### config.mk
export PLATFORM = sky130hd
export DESIGN_NAME = fifo_wr_packer
export DESIGN_NICKNAME = d
export VERILOG_FILES = /design/src/rtl/fifo_wr_packer.sv
export SDC_FILE = /design/constraint.sdc
export NUM_CORES = 1
export LEC_CHECK = 0
export CORE_MARGIN = 2
export CORE_UTILIZATION = 48
export DETAILED_ROUTE_END_ITERATION = 12
export GPL_ROUTABILITY_DRIVEN = 0
export GPL_TIMING_DRIVEN = 0
export HOLD_SLACK_MARGIN = 0.03
export PLACE_DENSITY_LB_ADDON = 0.1
export SLEW_MARGIN = 30
export SYNTH_ARGS = -nofsm -noshare
export SYNTH_HDL_FRONTEND = slang
export SYNTH_SLANG_ARGS = --single-unit
### constraint.sdc
create_clock -name myWclk -period 1.9 [get_ports myWclk]
set_input_delay 0.475 -clock myWclk [delete_from_list [all_inputs] [get_ports myWclk]]
set_output_delay 0.475 -clock myWclk [all_outputs]
set_load 0.02 [all_outputs]
### src/rtl/fifo_wr_packer.sv
`default_nettype none
// ============================================================================
// Module      : fifo_wr_packer
// Description : Write-side front end for the asynchronous FIFO (write clock
//               domain only). Packs RATIO narrow input beats into one
//               FIFO-width word, LSB lane first, and feeds the FIFO through a
//               one-word hold register that honours the registered full flag.
//               in_last closes a word early; unfilled lanes are zero.
// Ports       : myWclk, myWrst_n      - write clock / async active-low reset
//               in_valid, in_ready,
//               in_data, in_last      - narrow input stream
//               myWfull               - FIFO full flag (registered)
//               myWreq, myWdata       - FIFO write request / data
//               busy                  - partial word or held word present
//               stat_words, stat_stall- statistics (FIFO_WR_PACKER_STATS_EN)
// Options     : define FIFO_WR_PACKER_STATS_EN to add the statistics counters
// Revision    : 1.0 - initial release
// ============================================================================
module fifo_wr_packer #(
    parameter int IN_W   = 2,
    parameter int RATIO  = 4,
    parameter int DATA_W = IN_W * RATIO
`ifdef FIFO_WR_PACKER_STATS_EN
    ,
    parameter int CNT_W  = 16
`endif
) (
    input  logic              myWclk,
    input  logic              myWrst_n,
    input  logic              in_valid,
    output logic              in_ready,
    input  logic [IN_W-1:0]   in_data,
    input  logic              in_last,
    input  logic              myWfull,
    output logic              myWreq,
    output logic [DATA_W-1:0] myWdata,
    output logic              busy
`ifdef FIFO_WR_PACKER_STATS_EN
    ,
    output logic [CNT_W-1:0]  stat_words,
    output logic [CNT_W-1:0]  stat_stall
`endif
);

    localparam int              c_lane_w    = (RATIO > 1) ? $clog2(RATIO) : 1;
    localparam [c_lane_w-1:0]   c_last_lane = c_lane_w'(RATIO - 1);

    logic [DATA_W-1:0]   r_acc;
    logic [c_lane_w-1:0] r_lane;
    logic                r_hold_valid;
    logic [DATA_W-1:0]   r_hold_data;

    logic                w_drain;
    logic                w_accept;
    logic                w_close;
    logic [DATA_W-1:0]   w_insert;
    logic [DATA_W-1:0]   w_word;

    // The current beat placed in its lane, all other lanes zero.
    for (genvar k = 0; k < RATIO; k++) begin : g_lane
        assign w_insert[k*IN_W +: IN_W] = (r_lane == c_lane_w'(k)) ? in_data : '0;
    end

    // Lanes above the current one are always zero in the accumulator (it is
    // cleared on every close and filled strictly upwards), so OR-ing in the
    // current beat already yields the zero-padded word.
    assign w_word   = r_acc | w_insert;

    assign w_drain  = r_hold_valid & ~myWfull;
    // The hold register frees in the same cycle it drains, so a full FIFO
    // with nothing held never blocks the input.
    assign in_ready = ~r_hold_valid | ~myWfull;
    assign w_accept = in_valid & in_ready;
    assign w_close  = (r_lane == c_last_lane) | in_last;

    assign myWreq   = w_drain;
    assign myWdata  = r_hold_data;
    assign busy     = (r_lane != '0) | r_hold_valid;

    always_ff @(posedge myWclk or negedge myWrst_n) begin
        if (!myWrst_n) begin
            r_acc        <= '0;
            r_lane       <= '0;
            r_hold_valid <= 1'b0;
            r_hold_data  <= '0;
        end else begin
            if (w_accept && w_close) begin
                // Load wins over drain: a same-cycle drain and load keeps
                // hold_valid set and replaces the data.
                r_hold_data  <= w_word;
                r_hold_valid <= 1'b1;
                r_acc        <= '0;
                r_lane       <= '0;
            end else begin
                if (w_drain) begin
                    r_hold_valid <= 1'b0;
                end
                if (w_accept) begin
                    r_acc  <= w_word;
                    r_lane <= r_lane + c_lane_w'(1);
                end
            end
        end
    end

`ifdef FIFO_WR_PACKER_STATS_EN
    logic [CNT_W-1:0] r_stat_words;
    logic [CNT_W-1:0] r_stat_stall;

    always_ff @(posedge myWclk or negedge myWrst_n) begin
        if (!myWrst_n) begin
            r_stat_words <= '0;
            r_stat_stall <= '0;
        end else begin
            if (w_drain) begin
                r_stat_words <= r_stat_words + CNT_W'(1);
            end
            if (r_hold_valid && myWfull) begin
                r_stat_stall <= r_stat_stall + CNT_W'(1);
            end
        end
    end

    assign stat_words = r_stat_words;
    assign stat_stall = r_stat_stall;
`endif

endmodule
`default_nettype wire

==> impl_metrics.ini, run 1 <==
[setup_path]
rr_endpoint = r_hold_valid
path_max_fanout = 5
cp-end-kind = output pin
startpoint_type = flip-flop
r2r_start = r_lane[1]
rr_worst_depth = 6
crit_type = flip-flop to output pin
arrival_ns = 1.32
rrSetupSlack_ns = 0.44
required_ns = 1.42

[grt]
grt-ovfl-total = 0
antenna_found_initial = 0
grt_pass1_vias = 598
grt_pass1_wl_um = 2532
grt_use_total = 0.1695
grt_max_degree = 20

[clock_network]
cts_sinks = 19
cts_tree = built
path_clk_slew_ns = 0.11
hold_buffers = 0
cts.path.max_buffers = 2
cts_root_buf = clkbuf_4
clock_latency_ns = 0.29
cts_inserted_buffers = 3
cts_max_level = 1
post_cts_buffers = 0

[layout]
drive_gt1_frac = 0.1531
fill_cells = 139
final_core_util = 0.6388
fin_area_um2 = 1091
diodes = 0
instances_no_fill = 123
syn_to_final_growth_pct = 27.11
final_common_cell = dfrtp_1
fin_nets = 110
layout_common_cells = 19 x dfrtp_1, 12 x clkdlybuf4s50_1, 8 x inv_1, 8 x a21oi_1, 8 x mux2i_1

[routing]
vias = 590
routed_wirelength_um = 1403
topRoutingLayerUsed = met4
drc_errors = 0
ant_nets = 0
wl_met2_um = 643
viasPerCell = 4.797
wl_met1_um = 686
drt_iter0_drc = 7
dr.pass1.iters = 4
wl_per_cell_um = 11.41
dr_wl_met3_um = 58

[power_and_ir_drop]
leakage_nw = 0.5146
vdd.ir_drop.worst_v = 0.0006220
p_per_area_nw_per_um2 = 1124

[logic_synthesis]
synthCells = 77
synth_cell_type_count = 18
synth_nets = 88
syn_area_per_cell_um2 = 11.15
ys_ff_latch = 19
synth_area_um2 = 858.3
ys_seq_area_frac = 0.5539
synthFlopType = dfrtp_1
ys_warn_count = 0
synth_edf_count = 0
async_flop_share = 1.000

[run]
drv_cap = 0

[sta]
hold_viol_final = 0
tightest_slew_ns = 0.4232
rsz0062_at_grt = false
max_freq_mhz = 558.1
relSlewSlack = 0.7179
setup_viol = 0
clock_skew_ns = 0.007988
slew_violations = 0
fin_crit_sh = 0.9431
finalCriticalPeriod_ns = 1.792

[place]
dp_hpwl_um = 1001
dpl_cell_area_um2 = 1060
placed_cells = 119
port_buffers = 17

[die]
io_pins = 18
die_w_um = 46.29
die_h_um = 46.29
dieArea_um2 = 2142
initial_core_util = 0.5026
core-area_um2 = 1708
rows = 15

[outcome]
outcome = finished, final reports clean

[worst_hold_path]
hp-class = input port to async pin
area by class of cell:
type	count	area, µm²	area share
Multi-Input combinational cell	45	330.3	0.3028
Inverter	10	37.54	0.03440
Clock buffer	3	22.52	0.02064
Timing Repair Buffer	17	161.4	0.1479
Tap cell	25	31.28	0.02867
Clock inverter	1	5.005	0.004587
Sequential cell	19	475.5	0.4358
Buffer	3	27.53	0.02523
report_power, final:
part / total, mW / switching, mW / internal, mW
clock: 0.197 / 0.119 / 0.0782
combinational: 0.470 / 0.243 / 0.227
sequential: 0.559 / 0.0559 / 0.503
cell usage after synthesis, types with 2 or more instances:
master / n / area [µm²]
a21oi_1: 8 / 40.04
inv_1: 10 / 37.54
dfrtp_1: 19 / 475.5
mux2i_1: 8 / 80.08
nand3_1: 2 / 10.01
a31oi_1: 6 / 37.54
nor2b_1: 3 / 18.77
nor2_1: 6 / 22.52
buf_6: 2 / 22.52
ha_1: 4 / 50.05
o21ai_0: 2 / 10.01
state kept, by name, indices dropped and copies added, names as in the netlist:
signal,flops
myWdata,8
r_acc,8
r_hold_valid,1
r_lane,2
worst max-delay path by stage:
stage / slack, ns / start / cells past startpoint / endpoint
finish: 0.11 / r_lane[0] / 4 / busy
global route: 0.001 / r_lane[0] / 4 / busy
CTS: 0.02 / myWfull / 3 / myWreq
detailed placement: -0.29 / myWfull / 3 / myWreq
global placement: -0.26 / myWfull / 3 / myWreq
floorplan: 0.54 / r_lane[0] / 6 / r_hold_valid
per-stage QoR:
| step | hold slack (ns) | TNS [ns] | power, mW | setup slack [ns] |
|---|---|---|---|---|
| 3_5_place_dp | 0.4840 | -0.5096 | 1.028 | -0.2871 |
| 6_report | 0.1028 | 0 | 1.227 | 0.1081 |
| 3_3_place_gp | 0.4752 | -0.4682 | 1.019 | -0.2575 |
| 2_1_floorplan | 0.1794 | 0 | 0.8299 | 0.5375 |
| 5_1_grt | 0.1203 | 0 | 1.314 | 0.001465 |
| 4_1_cts | 0.5095 | 0 | 1.239 | 0.01752 |
worst max-delay path, stage by stage (launching register included):
cell	delay [ns]
dfrtp_1	0.42
inv_2	0.11
ha_4	0.17
nand2b_1	0.06
clkdlybuf4s15_1	0.28
repair_timing:
| item | CTS | global route |
|---|---|---|
| pin swaps | 0 | 0 |
| setup endpoints to repair | 3 | 3 |
| gates resized for setup | 7 | 4 |
layer usage:
| metal | global-route usage | vias to the layer above |
|---|---|---|
| met4 | 0.06857 | 0 |
| met5 | 0 | - |
| li1 | - | 300 |
| met1 | 0.2323 | 276 |
| met3 | 0.03922 | 2 |
| met2 | 0.2583 | 12 |
logic make-up after synthesis:
| kind of cell | Yosys count | synth area share |
|---|---|---|
| and+or+nand+nor | 15 | 0.09475 |
| muxes | 8 | 0.09330 |
| buffers and inverters | 13 | 0.07580 |
| DFF | 19 | 0.5539 |
| adders and majority gates | 4 | 0.05831 |
| AOI/OAI and AO/OA | 18 | 0.1239 |
No activity file was read; power rests on OpenSTA's default activity.
==> run 2: changes to the inputs <==
- ABC_AREA: default -> 0
- CTS_BUF_LIST: default -> sky130_fd_sc_hd__clkbuf_16
==> run 2 against run 1 <==
  * Cell count is the same
  * Critical endpoint unchanged
  * Largest power group unchanged
  * Final area grew 4.7%
  * Die area is the same
  * Critical path type unchanged
  * Via count grew 2.7%
  * Largest cell class unchanged
  * Sequential share of layout area shrank 2.0 points
  * Non-clock buffer count is the same
  * Highest routed layer unchanged
==> impl_metrics.ini, run 2 (synthesized netlist as in run 1, its figures left out) <==
[grt]
grt_use_total = 0.1825
antenna_found_initial = 0
grt-ovfl-total = 0
grt_pass1_vias = 610
grt_max_degree = 20
grt_pass1_wl_um = 2663

[routing]
wl_per_cell_um = 12.59
vias = 606
drt_iter0_drc = 8
dr.pass1.iters = 2
ant_nets = 0
routed_wirelength_um = 1549
drc_errors = 0
viasPerCell = 4.927

[die]
die_h_um = 46.29
rows = 15
initial_core_util = 0.5026
io_pins = 18
dieArea_um2 = 2142
core-area_um2 = 1708
die_w_um = 46.29

[power_and_ir_drop]
leakage_nw = 0.5379
vdd.ir_drop.worst_v = 0.0007186
p_per_area_nw_per_um2 = 1280

[layout]
final_common_cell = dfrtp_1
final-seq-area_um2 = 475.5
layout_common_cells = 19 x dfrtp_1, 12 x clkdlybuf4s50_1, 9 x inv_1, 8 x a21oi_1, 8 x mux2i_1
multi_input_area_um2 = 330.3
drive_gt1_frac = 0.1429
syn_to_final_growth_pct = 33.09
diodes = 0
instances_no_fill = 123
fill_cells = 131
fin_nets = 110

[clock_network]
clock_latency_ns = 0.25
cts_root_buf = clkbuf_16
cts_inserted_buffers = 3
path_clk_slew_ns = 0.05
hold_buffers = 0
cts.path.max_buffers = 2
cts_max_level = 1
cts_tree = built
cts_sinks = 19

[setup_path]
cp_num_buf_inv = 2
path_max_fanout = 5
arrival_ns = 1.36
cp-end-kind = output pin
cp_top_family = buffers and inverters
rr_worst_depth = 6
rr_endpoint = r_hold_valid
crit_chain = inv_1 > ha_4 > nand2b_1 > dlygate4sd2_1
rrSetupSlack_ns = 0.44
startpoint_type = flip-flop
cp_slowest_cell = dfrtp_1
crit_type = flip-flop to output pin
required_ns = 1.42
slowest_delay_ns = 0.41
r2r_start = r_lane[0]

[sta]
setup_viol = 0
slew_violations = 0
tightest_slew_ns = 0.4170
hold_viol_final = 0
relSlewSlack = 0.7220
finalCriticalPeriod_ns = 1.831
clock_skew_ns = 0.003088
max_freq_mhz = 546.2
fin_crit_sh = 0.9635
tns_ns = 0
fin_hold_ws_ns = 0.1562

[worst_hold_path]
hp-class = input port to async pin

[place]
placed_cells = 119
port_buffers = 17
dp_hpwl_um = 1001

[outcome]
outcome = finished, final reports clean

[run]
drv_cap = 0
## run 2: area by class of cell
type,count,area share
Timing Repair Buffer,17,0.1402
Clock buffer,3,0.06572
Sequential cell,19,0.4162
Buffer,3,0.02410
Inverter,10,0.03286
Multi-Input combinational cell,45,0.2892
Clock inverter,1,0.004381
Tap cell,25,0.02738
## run 2: worst reg2reg max path: cells and delay by family, from the launching register on
family          cells  cell delay (ns)
fa+ha+maj           1             0.26
compound gates      1             0.15
buf+inv             2             0.28
simple gates        2             0.27
flops               1             0.40
## run 2: report_power, final
group	total (mW)	internal, mW	switching (mW)
logic	0.471	0.226	0.245
clock network	0.428	0.282	0.146
registers	0.563	0.505	0.0575
total	1.46	1.01	0.449
## run 2: worst max-delay path by stage
stage | start | end | slack [ns] | cells past startpoint
after floorplan | r_lane[0] | r_hold_valid | 0.54 | 6
after CTS | r_lane[0] | busy | 0.008 | 4
after detailed placement | myWfull | myWreq | -0.29 | 3
after global routing | r_lane[1] | busy | -0.01 | 4
after global placement | myWfull | myWreq | -0.26 | 3
final | r_lane[1] | busy | 0.07 | 4
## run 2: layer usage
| metal | track usage | vias to the layer above | wire length (µm) |
|---|---|---|---|
| met1 | 0.2393 | 292 | 717 |
| met5 | 0 | - | 0 |
| met4 | 0.1029 | 0 | 26 |
| met2 | 0.2778 | 12 | 748 |
| li1 | - | 300 | - |
| met3 | 0.03922 | 2 | 57 |
## run 2: timing repair
item / in CTS / in global routing
setup buffers: 0 / 0
pin swaps: 0 / 0
resized for setup: 5 / 4
setup endpoints to repair: 3 / 3
## run 2: per-stage QoR
step / power, mW / cell area, µm² / util / worst slack [ns]
global placement: 1.019 / 1060 / 0.6205 / -0.2575
global route: 1.544 / 1142 / 0.6689 / -0.01180
detailed placement: 1.028 / 1060 / 0.6205 / -0.2871
floorplan: 0.8299 / 858.3 / - / 0.5375
CTS: 1.457 / 1140 / 0.6674 / 0.008312
finish: 1.462 / 1142 / 0.6689 / 0.06926
==> variant 1: new RTL, config.mk and constraints of run 1 <==
Build with the macro `FIFO_WR_PACKER_STATS_EN` defined.
--- a/src/rtl/fifo_wr_packer.sv
+++ b/src/rtl/fifo_wr_packer.sv
@@ -18,2 +18,4 @@
 // ============================================================================
+`define FIFO_WR_PACKER_STATS_EN
+
 module fifo_wr_packer #(
Formal check against the unedited RTL (old outputs only; new: stat_stall and stat_words): equivalent (Yosys induction, for registers that start in step).
==> variant 1 against run 1 <==
Routed wire length increased to 2.9 times the old value; highest routed layer unchanged; first-iteration DRC count grew to 11 times the old value; design area rose to 2.7 times the old value; non-clock buffer count rose by 35; maximum frequency shrank 2.8%; worst hold slack improved by 88 ps; setup slack got worse by 52 ps; area after synthesis rose to 2.6 times the old value; final cell count rose by 150%; total power rose to 2.7 times the old value; largest cell class unchanged; sequential cell count is 32 higher.
==> variant 1: results (changes against run 1) <==
[sta]
worst_pin_slew_ps = 626.7  ; +203.5 ps
fin_worst_skew_ps = 10.04  ; +2.050 ps
hold_slack_ps = 190.8  ; +87.96 ps

[clock_network]
cts_max_level = 2  ; +1
path_clk_slew_ps = 90  ; -20 ps
ctsResizeCount = 9  ; +2
numCtsBuffers = 5  ; +2
cts_root_buf = clkbuf_8

[drt]
wl_met3_um = 176  ; +200%
wl_met2_um = 1961  ; +200%
wl_met1_um = 1979  ; +190%
drt_iter0_markers = 79  ; +72
first_pass_iters = 6  ; +2
routedWlPerCell_um = 13.48  ; +18%
dr_total_vias = 1600  ; +170%

[place]
numPortBuffers = 49  ; +32
dp.final_hpwl_um = 2931  ; +190%
dp_slack_ps = -608.9  ; -321.8 ps
dpl_cell_area_um2 = 2781  ; +160%

[setup_path]
rr_startpoint = r_lane[0]
crit_path_start = stat_words[2]
cp_data_arrival_time_ps = 1370  ; +50 ps
crit_family = buffers and inverters
critPathMaxStageDelay_ps = 630  ; +210 ps
critPathSlowestCell = clkdlybuf4s50_1
rrSetupSlack_ps = 250  ; -190 ps
rr_worst_depth = 7  ; +1
endpoint = stat_words[2]
r2r_end = r_lane[1]

[logic_synthesis]
synthTopCellsByArea = dfrtp_1 (57%), xnor2_1 (8.3%), xor2_1 (3.5%)
synth.lib_cells_used.distinct = 28  ; +10
syn-num-nets = 209  ; +140%
synth_commonest_cells = dfrtp_1 (51), xnor2_1 (21), nand2_1 (15), nor2_1 (15), o21ai_0 (11)
yosysWarnings = 0  ; unchanged
synth_top_area_frac = 0.5727  ; +0.01878
yosysSeqAreaShare = 0.5727  ; +0.01878

[power_and_ir_drop]
ir_worst_vdd_mv = 0.6687  ; +7.5%
switching_share = 0.3263  ; -0.01451
p_comb_w = 0.00103  ; +120%
pwr-share-seq = 0.451  ; -0.005
leakagePower_nw = 1.342  ; +160%

[grt]
grtUsageMet2 = 0.2661  ; +0.007722
grt_start_max_net_pins = 52  ; +160%
first_global_vias = 1545  ; +160%
grt.overflow.total = 0  ; unchanged
use_met1 = 0.2436  ; +0.01124
grt_use_met3 = 0.04167  ; +0.002451
grt_use_total = 0.1709  ; +0.001344
grt_first_pass_wirelength_um = 7072  ; +180%

[finish]
drive_above_1_share = 0.1059  ; -0.04718
final_nets = 267  ; +140%
postLayoutCellArea_um2 = 2939  ; +170%
nFillCells = 360  ; +160%

[run_status]
status = finished, final reports clean

variant 1: per-stage QoR:
step / total power (W) / instances / setup TNS (ps)
2_1_floorplan: 0.002034 / 196 / 0
3_3_place_gp: 0.002506 / 297 / -63680
3_5_place_dp: 0.002522 / 297 / -5913
4_1_cts: 0.003292 / 305 / 0
5_1_grt: 0.003454 / 307 / 0
6_report: 0.003277 / 307 / 0
variant 1: final cells by class:
class / count / area share
plain buffers: 4 / 0.006386
clock buffers: 6 / 0.02810
clock inverters: 2 / 0.01192
inverters: 5 / 0.006386
multi-input cells: 136 / 0.3180
flip-flops and latches: 51 / 0.4342
well taps: 52 / 0.02214
repair buffers: 51 / 0.1728
variant 1: cells by family (layout without fill, tap and decap cells):
logic type,Yosys count,in the layout,synth area share
XOR/XNOR,30,30,0.1179
AND/OR/NAND/NOR,65,65,0.1634
buffers and inverters,9,68,0.01572
flip-flops,51,51,0.5727
AO/OA/AOI/OAI,33,33,0.08647
adder cells (fa/ha/maj),6,6,0.03369
multiplexers,2,2,0.01011
==> variant 2: new RTL, config.mk and constraints of run 1 <==
Made on the original files. Set the parameter `IN_W` to 4 (it was 2).
--- a/src/rtl/fifo_wr_packer.sv
+++ b/src/rtl/fifo_wr_packer.sv
@@ -19,3 +19,3 @@
 module fifo_wr_packer #(
-    parameter int IN_W   = 2,
+    parameter int IN_W   = 4,
     parameter int RATIO  = 4,
Ports: changed (resized in_data and myWdata); port bits go from 18 to 28. The function was not compared with the original's and may differ.
==> variant 2 against run 1 <==
Setup slack better by 32 ps; final cell count up 73%; die area up 69%; non-clock buffer count up 15; area after synthesis up 77%; total power up 81%; first-iteration DRC count rose to 7.0 times the old value; design area up 75%; sequential power up 84%; largest power group unchanged; worst hold slack worse by 38 ps; sequential cell count up 16; via count up 85%; routed wire length up 100%.
==> variant 2: results (changes against run 1) <==
[run_status]
status = finished, final reports clean

[place]
dp_slack_ps = -299.8  ; -12.71 ps
dp.final_hpwl_um = 1994  ; +99%
numPortBuffers = 27  ; +10

[sta]
slew_headroom = 0.7338  ; +0.01595
period_minus_slack_ps = 1759  ; -32.41 ps
fin_worst_skew_ps = 3.287  ; -4.701 ps
hold_slack_ps = 65.07  ; -37.76 ps

[clock_network]
cts_buffer_depth = 2  ; unchanged
insertion_delay_ps = 320  ; +30 ps
cts_max_level = 2  ; +1
numCtsBuffers = 5  ; +2
path_clk_slew_ps = 90  ; -20 ps
postCtsSetupBuffers = 0  ; unchanged
cts_root_buf = clkbuf_4

[grt]
grt_first_pass_wirelength_um = 4740  ; +87%
grt_start_max_net_pins = 21  ; +5.0%
antenna_found_initial = 0  ; unchanged
grt_use_total = 0.1807  ; +0.01121
first_global_vias = 1028  ; +72%

[logic_synthesis]
synthTopCellsByArea = dfrtp_1 (58%), mux2i_1 (11%), a21oi_1 (5.3%)
synth.lib_cells_used.distinct = 20  ; +2
yosysWarnings = 0  ; unchanged
async_flop_share = 1.000  ; unchanged
syn-num-nets = 149  ; +69%
avgSynthCellArea_um2 = 11.16  ; +0.11%
synth_commonest_cells = dfrtp_1 (35), inv_1 (18), a21oi_1 (16), mux2i_1 (16), nor2_1 (13)
yosysSeqAreaShare = 0.5771  ; +0.02315
yosysTopAreaCell = dfrtp_1

[power_and_ir_drop]
ir_worst_vdd_mv = 0.5782  ; -7.0%
leakagePower_nw = 0.8781  ; +71%

[setup_path]
cp_data_arrival_time_ps = 1280  ; -40 ps
rr_startpoint = r_lane[0]
critPathSlowestCell = clkdlybuf4s50_1
rr_worst_depth = 6  ; unchanged
crit_family = buffers and inverters
critPathMaxStageDelay_ps = 610  ; +190 ps
r2r_end = r_hold_valid
rrSetupSlack_ps = 360  ; -80 ps
cp_max_fo = 2  ; -3

[drt]
drt-total-wl_um = 2802  ; +100%
dr_total_vias = 1093  ; +85%
first_pass_iters = 4  ; unchanged
drt_iter0_markers = 49  ; +42

[floorplanning]
die-width_um = 60.23  ; +30%

[finish]
antenna_cells = 0  ; unchanged
nFillCells = 247  ; +78%
drive_above_1_share = 0.1006  ; -0.05247
fin_cells = 213  ; +73%
final_nets = 183  ; +66%

[worst_hold_path]
hp-class = input pin to asynchronous set/reset pin

## variant 2: where the power goes
part / total [W] / leakage (nW) / switching (W) / internal [W]
clock: 0.000343 / 0.0242 / 0.000211 / 0.000132
combinational: 0.000843 / 0.394 / 0.000442 / 0.000401
sequential: 0.00103 / 0.460 / 0.000102 / 0.000931
## variant 2: metal layers
layer,vias up,GRT usage,share of wire
li1,523,-,-
met1,528,0.2382,0.47
met2,32,0.2733,0.46
met3,10,0.04978,0.043
met4,0,0.08889,0.026
met5,-,0,0
## variant 2: cells by family (layout without fill, tap and decap cells)
logic type,after synthesis,in the layout,share of synthesized area
buf+inv,26,59,0.08820
simple gates,23,23,0.07008
fa+ha+maj,4,4,0.03298
compound gates,32,32,0.1261
flops,35,35,0.5771
mux,16,16,0.1055
## variant 2: worst max-delay path by stage
stage                           start          end  cells after the start
after floorplan             r_lane[0]         busy                      4
after global placement       myWrst_n  myWdata[12]                      1
after detailed placement      myWfull       myWreq                      3
after CTS                   r_lane[0]         busy                      4
after global routing        r_lane[0]         busy                      4
final                     myWdata[14]  myWdata[14]                      1
## variant 2: per-stage QoR
step	cell area, um^2	utilization	power, W	setup TNS [ps]
after floorplan	1518	-	0.001514	0
after global placement	1843	0.6087	0.001862	-17060
after detailed placement	1866	0.6161	0.001890	-5040
after CTS	1913	0.6318	0.002243	0
after global routing	1908	0.6302	0.002377	0
final	1908	0.6302	0.002219	0
## variant 2: worst register-to-register path: stages (launching register included)
cell and delay [ps]:
dfrtp_1 420, ha_1 280, nor2_1 210, nor2b_1 70, buf_4 170, buf_8 150
a21o_1 150
## variant 2: final cells by class
type,count,area (um^2),area share
multi-input cells,75,520.5,0.2728
repair buffers,28,285.3,0.1495
flip-flops and latches,35,875.8,0.4590
well taps,44,55.05,0.02885
inverters,18,67.56,0.03541
clock buffers,6,41.29,0.02164
plain buffers,7,62.56,0.03279
## variant 2: repair_timing
item / CTS / global route
setup endpoints to repair: 3 / 1
hold buffers: 0 / 0
resized for setup: 10 / 1
pin swaps: 1 / 0
